`src/rtl/clock_divider_multi.sv`:
```
// Multi-channel programmable clock divider: per-channel high/low phase lengths with
// shadowed config applied at period start, run enable, global phase-align sync and edge strobes.

module clock_divider_ch #(
  parameter int CNT_W    = 16,
  parameter int DEF_HIGH = 50,
  parameter int DEF_LOW  = 50
) (
  input  logic             clock50,
  input  logic             reset_n,
  input  logic             en_i,
  input  logic             sync_i,
  input  logic             wr_i,
  input  logic [CNT_W-1:0] wr_high_i,
  input  logic [CNT_W-1:0] wr_low_i,
  output logic             clk_o,
  output logic             rise_o,
  output logic             fall_o,
  output logic             pending_o
);
  typedef enum logic [1:0] {IDLE, HIGH, LOW} state_e;

  localparam logic [CNT_W-1:0] ONE = CNT_W'(1);
  localparam logic [CNT_W-1:0] DH  = CNT_W'(DEF_HIGH);
  localparam logic [CNT_W-1:0] DL  = CNT_W'(DEF_LOW);

  state_e           st_q, st_d;
  logic [CNT_W-1:0] cnt_q, cnt_d;
  logic [CNT_W-1:0] act_hi_q, act_hi_d, act_lo_q, act_lo_d;
  logic [CNT_W-1:0] shd_hi_q, shd_hi_d, shd_lo_q, shd_lo_d;
  logic             pend_q, pend_d;
  logic             rise_q, rise_d, fall_q, fall_d;
  logic             start;
  logic [CNT_W-1:0] hi_eff;

  always_comb begin
    st_d     = st_q;
    cnt_d    = cnt_q;
    act_hi_d = act_hi_q;
    act_lo_d = act_lo_q;
    shd_hi_d = shd_hi_q;
    shd_lo_d = shd_lo_q;
    pend_d   = pend_q;
    rise_d   = 1'b0;
    fall_d   = 1'b0;
    start    = 1'b0;
    // Period start takes the pre-edge shadow, so a same-cycle write waits one period.
    hi_eff   = pend_q ? shd_hi_q : act_hi_q;

    if (sync_i && en_i) begin
      start = 1'b1;
    end else begin
      case (st_q)
        IDLE: if (en_i) start = 1'b1;
        HIGH: begin
          if (cnt_q != '0) begin
            cnt_d = cnt_q - ONE;
          end else if (en_i) begin
            st_d   = LOW;
            cnt_d  = act_lo_q - ONE;
            fall_d = 1'b1;
          end else begin
            st_d   = IDLE;
            fall_d = 1'b1;
          end
        end
        LOW: begin
          if (cnt_q != '0) cnt_d = cnt_q - ONE;
          else if (en_i)   start = 1'b1;
          else             st_d  = IDLE;
        end
        default: begin
          st_d  = IDLE;
          cnt_d = '0;
        end
      endcase
    end

    if (start) begin
      st_d   = HIGH;
      cnt_d  = hi_eff - ONE;
      rise_d = 1'b1;
      if (pend_q) begin
        act_hi_d = shd_hi_q;
        act_lo_d = shd_lo_q;
        pend_d   = 1'b0;
      end
    end

    if (wr_i) begin
      shd_hi_d = (wr_high_i == '0) ? ONE : wr_high_i;
      shd_lo_d = (wr_low_i  == '0) ? ONE : wr_low_i;
      pend_d   = 1'b1;
    end
  end

  always_ff @(posedge clock50 or negedge reset_n) begin
    if (!reset_n) begin
      st_q     <= IDLE;
      cnt_q    <= '0;
      act_hi_q <= DH;
      act_lo_q <= DL;
      shd_hi_q <= DH;
      shd_lo_q <= DL;
      pend_q   <= 1'b0;
      rise_q   <= 1'b0;
      fall_q   <= 1'b0;
    end else begin
      st_q     <= st_d;
      cnt_q    <= cnt_d;
      act_hi_q <= act_hi_d;
      act_lo_q <= act_lo_d;
      shd_hi_q <= shd_hi_d;
      shd_lo_q <= shd_lo_d;
      pend_q   <= pend_d;
      rise_q   <= rise_d;
      fall_q   <= fall_d;
    end
  end

  assign clk_o     = (st_q == HIGH);
  assign rise_o    = rise_q;
  assign fall_o    = fall_q;
  assign pending_o = pend_q;
endmodule

module clock_divider_multi #(
  parameter int NUM_CH   = 4,
  parameter int CNT_W    = 16,
  parameter int DEF_HIGH = 50,
  parameter int DEF_LOW  = 50,
  parameter int CH_W     = (NUM_CH > 1) ? $clog2(NUM_CH) : 1
) (
  input  logic              clock50,
  input  logic              reset_n,
  input  logic [NUM_CH-1:0] en,
  input  logic              sync,
  input  logic              cfg_we,
  input  logic [CH_W-1:0]   cfg_ch,
  input  logic [CNT_W-1:0]  cfg_high,
  input  logic [CNT_W-1:0]  cfg_low,
  output logic [NUM_CH-1:0] clk_out,
  output logic [NUM_CH-1:0] rise_stb,
  output logic [NUM_CH-1:0] fall_stb,
  output logic [NUM_CH-1:0] pending
);
  logic cfg_ok;
  assign cfg_ok = cfg_we && (int'(cfg_ch) < NUM_CH);

  for (genvar g = 0; g < NUM_CH; g++) begin : g_ch
    clock_divider_ch #(
      .CNT_W   (CNT_W),
      .DEF_HIGH(DEF_HIGH),
      .DEF_LOW (DEF_LOW)
    ) u_ch (
      .clock50  (clock50),
      .reset_n  (reset_n),
      .en_i     (en[g]),
      .sync_i   (sync),
      .wr_i     (cfg_ok && (cfg_ch == CH_W'(g))),
      .wr_high_i(cfg_high),
      .wr_low_i (cfg_low),
      .clk_o    (clk_out[g]),
      .rise_o   (rise_stb[g]),
      .fall_o   (fall_stb[g]),
      .pending_o(pending[g])
    );
  end
endmodule

```
`config.mk`:
```
export PLATFORM = sky130hd
export DESIGN_NAME = clock_divider_multi
export DESIGN_NICKNAME = d
export VERILOG_FILES = /design/src/rtl/clock_divider_multi.sv
export SDC_FILE = /design/constraint.sdc
export NUM_CORES = 1
export LEC_CHECK = 0
export BUFFER_PORTS_ARGS = -buffer_cell sky130_fd_sc_hd__buf_2
export CAP_MARGIN = 20
export CORE_MARGIN = 1.5
export CORE_UTILIZATION = 65
export CTS_BUF_LIST = sky130_fd_sc_hd__clkbuf_4 sky130_fd_sc_hd__clkbuf_8
export DETAILED_ROUTE_END_ITERATION = 12
export PLACE_DENSITY = 0.83
export SKIP_LAST_GASP = 1
export SLEW_MARGIN = 0
export SYNTH_ARGS = -nofsm -noshare
export SYNTH_HDL_FRONTEND = slang
export SYNTH_SLANG_ARGS = --single-unit
```
`constraint.sdc`:
```
create_clock -name clock50 -period 4.28 [get_ports clock50]
set_input_delay 0.214 -clock clock50 [delete_from_list [all_inputs] [get_ports clock50]]
set_output_delay 0.214 -clock clock50 [all_outputs]
set_load 0.005 [all_outputs]
```
After elaboration in Yosys (flattened, before gate mapping):

Cells that the tools add are included.

* reduce and logical (&&, ||, !) cells: 35
* mux-type cells: 98
* equal/unequal tests: 39
* $add $sub $neg: 12

Operators with widths (number)
* two-way mux 16 bit: 26
* case mux 16 bit (3 select lines): 4
* subtractor 16 x 1 -> 16 bit (second input constant): 12
* nonzero test 16 bit: 4
* two-way mux 2 bit: 24
* two-way mux 1 bit: 36
* zero test 16 bit: 2
* inequality test 3 x 2 -> 1 bit (second input constant): 8
* case mux 2 bit (3 select lines): 4
* AND reduction 5 bit: 4
* inequality test 2 x 1 -> 1 bit (second input constant): 8
* inequality test 4 bit (second input constant): 4
* AND reduction 4 bit: 4
* equality test 2 bit (second input constant): 6
* inequality test 3 x 1 -> 1 bit (second input constant): 4
* inequality test 3 bit (second input constant): 4
* equality test 2 x 1 -> 1 bit (second input constant): 5
* zero test 2 bit: 5
* logical AND 1 bit: 8
* case mux 1 bit (2 select lines): 4
* AND reduction 2 bit: 4
* nonzero test 2 bit: 4

* flip-flop bits (word level): 340
* input port bits: 42

Longest topological paths before layout:

* depth after elaboration: 6
* depth in mapped cells: 12

Hierarchy:

A second synthesis with hierarchy kept.

* cells, all modules: 1795
* area total of the unflattened synthesis: 19304.8 µm²

Modules (own cells, without submodules)
* clock_divider_ch at g_ch[0].u_ch ...: cells each 450, times used 2, area an instance 4842.1 µm²
* clock_divider_ch at g_ch[3].u_ch: cells each 466, times used 1, area an instance 4893.4 µm²
* clock_divider_ch at g_ch[2].u_ch: cells each 425, times used 1, area an instance 4689.5 µm²
* clock_divider_multi: cells each 4, times used 1, area an instance 37.5 µm²

Least setup slack after synthesis:

Ideal clock, no wire load.

* path kind: register to register
* start: reg g_ch[2].u_ch.pend_q
* end: reg g_ch[2].u_ch.cnt_q[14]
* stages on the path, launching flop included: 12
* library setup time: 0.126 ns
* data arrival time: 3.521 ns
* path slack: 0.633 ns
* period minus slack after synthesis: 3.647 ns
* required time: 4.154 ns
* cell sequence: dfrtp_1 -> buf_1 -> clkbuf_1 -> buf_1 -> mux2i_1 -> ha_1 -> or4b_2 -> a21o_1 -> nor4_1 -> xor2_1 -> nor2_1 -> a221o_1

* word-level cells in the longest chain between the ends: 3

Ends and longest elaborated chain
* start: declaration: line 31 `logic pend_q, pend_d;`
* start signal: assignment: line 115 `pend_q <= pend_d;`
* two-way mux 16 bit
* subtractor 16 x 1 -> 16 bit: line 81 `cnt_d = hi_eff - ONE;`
* two-way mux 16 bit: line 79 `if (start) begin`
* end signal: assignment: line 110 `cnt_q <= cnt_d;`
* end: declaration: line 28 `logic [CNT_W-1:0] cnt_q, cnt_d;`

No other way between the ends.
A chain may end at the register's enable or synchronous reset.

Worst setup path in the final report:

* start: reg g_ch[2].u_ch.cnt_q[0]
* end: reg g_ch[2].u_ch.act_lo_q[12]

* word-level cells in the longest chain between the ends: 5

Ends and longest elaborated chain
* nonzero test 16 bit: line 68 `if (cnt_q != '0) cnt_d = cnt_q - ONE;`
* two-way mux 1 bit: line 68
* case mux 1 bit (2 select lines): line 53 `case (st_q)`
* two-way mux 1 bit: line 50 `if (sync_i && en_i) begin`
* AND reduction 2 bit (no source line)
* end signal: assignment: line 112 `act_lo_q <= act_lo_d;`
* end: declaration: line 29 `logic [CNT_W-1:0] act_hi_q, act_hi_d, act_lo_q, act_lo_d;`

No other way between the ends.

==> flow_summary.yaml <==
final_layout:
  drive_gt1_frac: 0.272
  final_util: 0.741
  nFillCells: 1965
  final_nets: 1882
  area.growth.synth_to_final_pct: 11.1
  stdcell_count: 2235
  diodes: 0
die:
  die_y_microns: 173
  num_rows: 61
  dieArea_sq_um: 29900
  io_pins: 58
  start_util: 0.667
  chipWidth_microns: 173
  core-area_sq_um: 28100
critical_path:
  crit_start: "g_ch[2].u_ch.cnt_q[0]$_DFFE_PN0P_"
  r2r_end: "g_ch[2].u_ch.act_lo_q[12]$_DFFE_PN0P_"
  end_kind: "flop"
  setup.worst_path.start_class: "flop"
  cp_max_fo: 27
  cp.required_ps: 4770
  reg2reg_from: "g_ch[2].u_ch.cnt_q[0]$_DFFE_PN0P_"
  crit_path_end: "g_ch[2].u_ch.act_lo_q[12]$_DFFE_PN0P_"
  reg2reg_depth: 9
  setup.worst_path.class: "flop to flop"
  cp_data_arrival_time_ps: 3930
  reg2reg_slack_ps: 840
detailed_routing:
  ant_nets: 0
  wl_per_cell_microns: 21.1
  via_per_inst: 6.41
  drc: 0
  vias: 14300
  drt-pass1-iter-count: 5
  drtIter0Drc: 1202
  wirelength_mm: 47.2
clock_tree:
  cts_resized: 0
  postCtsHoldBufs: 25
  cts_buffer_depth: 3
  clk_pin_slew_ps: 60
  cts_tree: "yes"
  clk-insertion-delay-late_ps: 620
  numCtsBuffers: 55
  post_cts_buffers: 0
  cts_sinks: 340
  cts-root-buf: "clkbuf_8"
  htreeDepth: 2
power:
  ir_drop_uv: 487
  p_leak_uw: 0.00862
  power.density_nw_per_um2: 698
global_route:
  antenna_found_initial: 0
  gr-total-overflow: 0
  grt_max_degree: 106
  track_usage: 0.318
  use_met1: 0.431
  met2_usage: 0.515
  grt_pass1_vias: 14200
  use_met3: 0.0532
  grt_pass1_wl_mm: 75.9
  top_usage_layer: "met2"
logic_synthesis:
  synthDistinctLibCells: 79
  synth_top_cell_by_area: "dfrtp_1"
  netlist_instances: 1739
  synthArstFlopShare: 1.00
  synth_ff_type: "dfrtp_1"
  syn_area_per_cell_sq_um: 10.8
  synthTopCellsByCount: "dfrtp_1 (292), mux2_2 (241), nor2_1 (126)"
  yosysWarnings: 0
  syn-num-nets: 1809
  synth-edff-count: 0
  ys_ff_latch: 340
  syn_area_sq_um: 18700
  synth.most_common_cell: "dfrtp_1"
  ys_seq_area_frac: 0.457
  synth_area_leaders: "dfrtp_1 (39%), mux2_2 (14%), dfstp_2 (6.7%), xnor2_1 (4.1%), xor2_1 (3.2%)"
  yosysTopAreaCellShare: 0.390
placed_design:
  io_buffers: 57
  dp.cells: 2107
  place_congestion: 0.942
  dp_hpwl_mm: 31.8
timing:
  period_minus_slack_ps: 3440
  period_share: 0.803
  drv_slew: 0
  slew-limit-headroom: 0.367
  setup_tns_ps: 0
  max_clock_freq_ghz: 0.291
  worstMarginPinSlew_ps: 949
  clock_skew_ps: 16.7
  finalHoldViolCount: 0
  grt_setup_unrepaired: "no"
  setup_viol: 0
min_path:
  hold_depth: 2
  min_from: "cfg_low[8]"
  min_path_type: "input pin to flop"
outcome:
  status: "finished clean"
run:
  maxCapViolCount: 0
-- logic make-up (layout without fill, tap and decap cells) --
logic type | after synthesis | after routing | share of synthesized area
simple gates | 511 | 511 | 0.144
flops | 340 | 340 | 0.457
mux | 293 | 293 | 0.173
compound gates | 283 | 283 | 0.103
xor+xnor | 155 | 155 | 0.0724
buf+inv | 129 | 247 | 0.0317
fa+ha+maj | 28 | 28 | 0.0187
-- routing by layer --
metal | part of all wire | routed length [microns] | up-vias
met5 | 0 | 0 | -
li1 | - | - | 6547
met1 | 0.42 | 19700 | 7125
met3 | 0.070 | 3320 | 125
met2 | 0.47 | 22300 | 521
met4 | 0.038 | 1780 | 0
-- layout by cell type, fill, tap and decap left out, types with 13 or more instances in the layout --
cell | synthesis | final
nor4_1 | 44 | 44
clkbuf_4 | 0 | 20
mux2_2 | 241 | 241
buf_2 | 13 | 57
nor3_1 | 73 | 73
ha_1 | 28 | 28
xnor2_1 | 87 | 87
dfrtp_1 | 292 | 292
buf_4 | 17 | 20
xor2_1 | 68 | 68
nor2_1 | 126 | 126
clkbuf_8 | 0 | 67
a221o_1 | 26 | 26
inv_1 | 36 | 36
a21oi_1 | 52 | 52
nand2_1 | 101 | 101
mux2i_1 | 52 | 52
nor4b_1 | 13 | 13
dfstp_2 | 48 | 48
nand3_1 | 33 | 33
or3_1 | 20 | 20
dlygate4sd3_1 | 0 | 25
o21ai_0 | 47 | 47
o22ai_1 | 41 | 41
-- report_power, final --
part | switching, uW | total (uW) | internal (uW) | leakage, uW
sequential | 1310 | 5780 | 4470 | 0.00406
clock | 1340 | 3300 | 1950 | 0.000687
combinational | 2860 | 5450 | 2590 | 0.00387
-- how the worst min path moves through the flow --
stage,endpoint,slack [ps]
after floorplan,g_ch[0].u_ch.act_hi_q[0]$_DFFE_PN0P_,-80
after global placement,g_ch[2].u_ch.cnt_q[3]$_DFFE_PN0P_,310
after detailed placement,g_ch[2].u_ch.fall_o$_DFF_PN0_,320
after CTS,g_ch[1].u_ch.shd_lo_q[8]$_DFFE_PN0P_,0.3
after global routing,g_ch[1].u_ch.shd_lo_q[8]$_DFFE_PN0P_,10
final,g_ch[2].u_ch.shd_lo_q[8]$_DFFE_PN0P_,30
-- final cells by class --
class / instances / area [sq um] / area share
clock buffer: 87 / 1070 / 0.0515
clock inverter: 15 / 234 / 0.0112
inverter: 40 / 150 / 0.00721
multi-input combinational: 1270 / 9580 / 0.460
sequential: 340 / 8570 / 0.412
tap: 378 / 473 / 0.0227
timing repair buffer: 105 / 741 / 0.0356
-- worst max-delay path, stage by stage (launching register included) --
cell and delay, ps:
dfrtp_1 400, inv_1 100, ha_1 200, nor4b_2 170
and4_1 290, a211oi_1 310, nand2b_1 600, inv_2 250
nand2_2 560, mux2_2 410
-- sequential cells by signal, indices dropped and copies added, names as in the netlist --
| register | count |
|---|---|
| g_ch.u_ch.act_hi_q | 64 |
| g_ch.u_ch.act_lo_q | 64 |
| g_ch.u_ch.cnt_q | 64 |
| g_ch.u_ch.fall_o | 4 |
| g_ch.u_ch.pending_o | 4 |
| g_ch.u_ch.rise_o | 4 |
| g_ch.u_ch.shd_hi_q | 64 |
| g_ch.u_ch.shd_lo_q | 64 |
| g_ch.u_ch.st_q | 8 |
-- through the flow --
step,cell area (sq um),total power [uW],worst slack (ps),hold WS [ps]
after floorplan,18700,9640,633,-81.6
after global placement,19300,10900,1060,312
after detailed placement,19300,11100,903,318
after CTS,20800,14500,871,0.320
after global routing,20800,15400,601,12.8
final,20800,14500,844,28.4
Power figures use the tool's default switching activity.
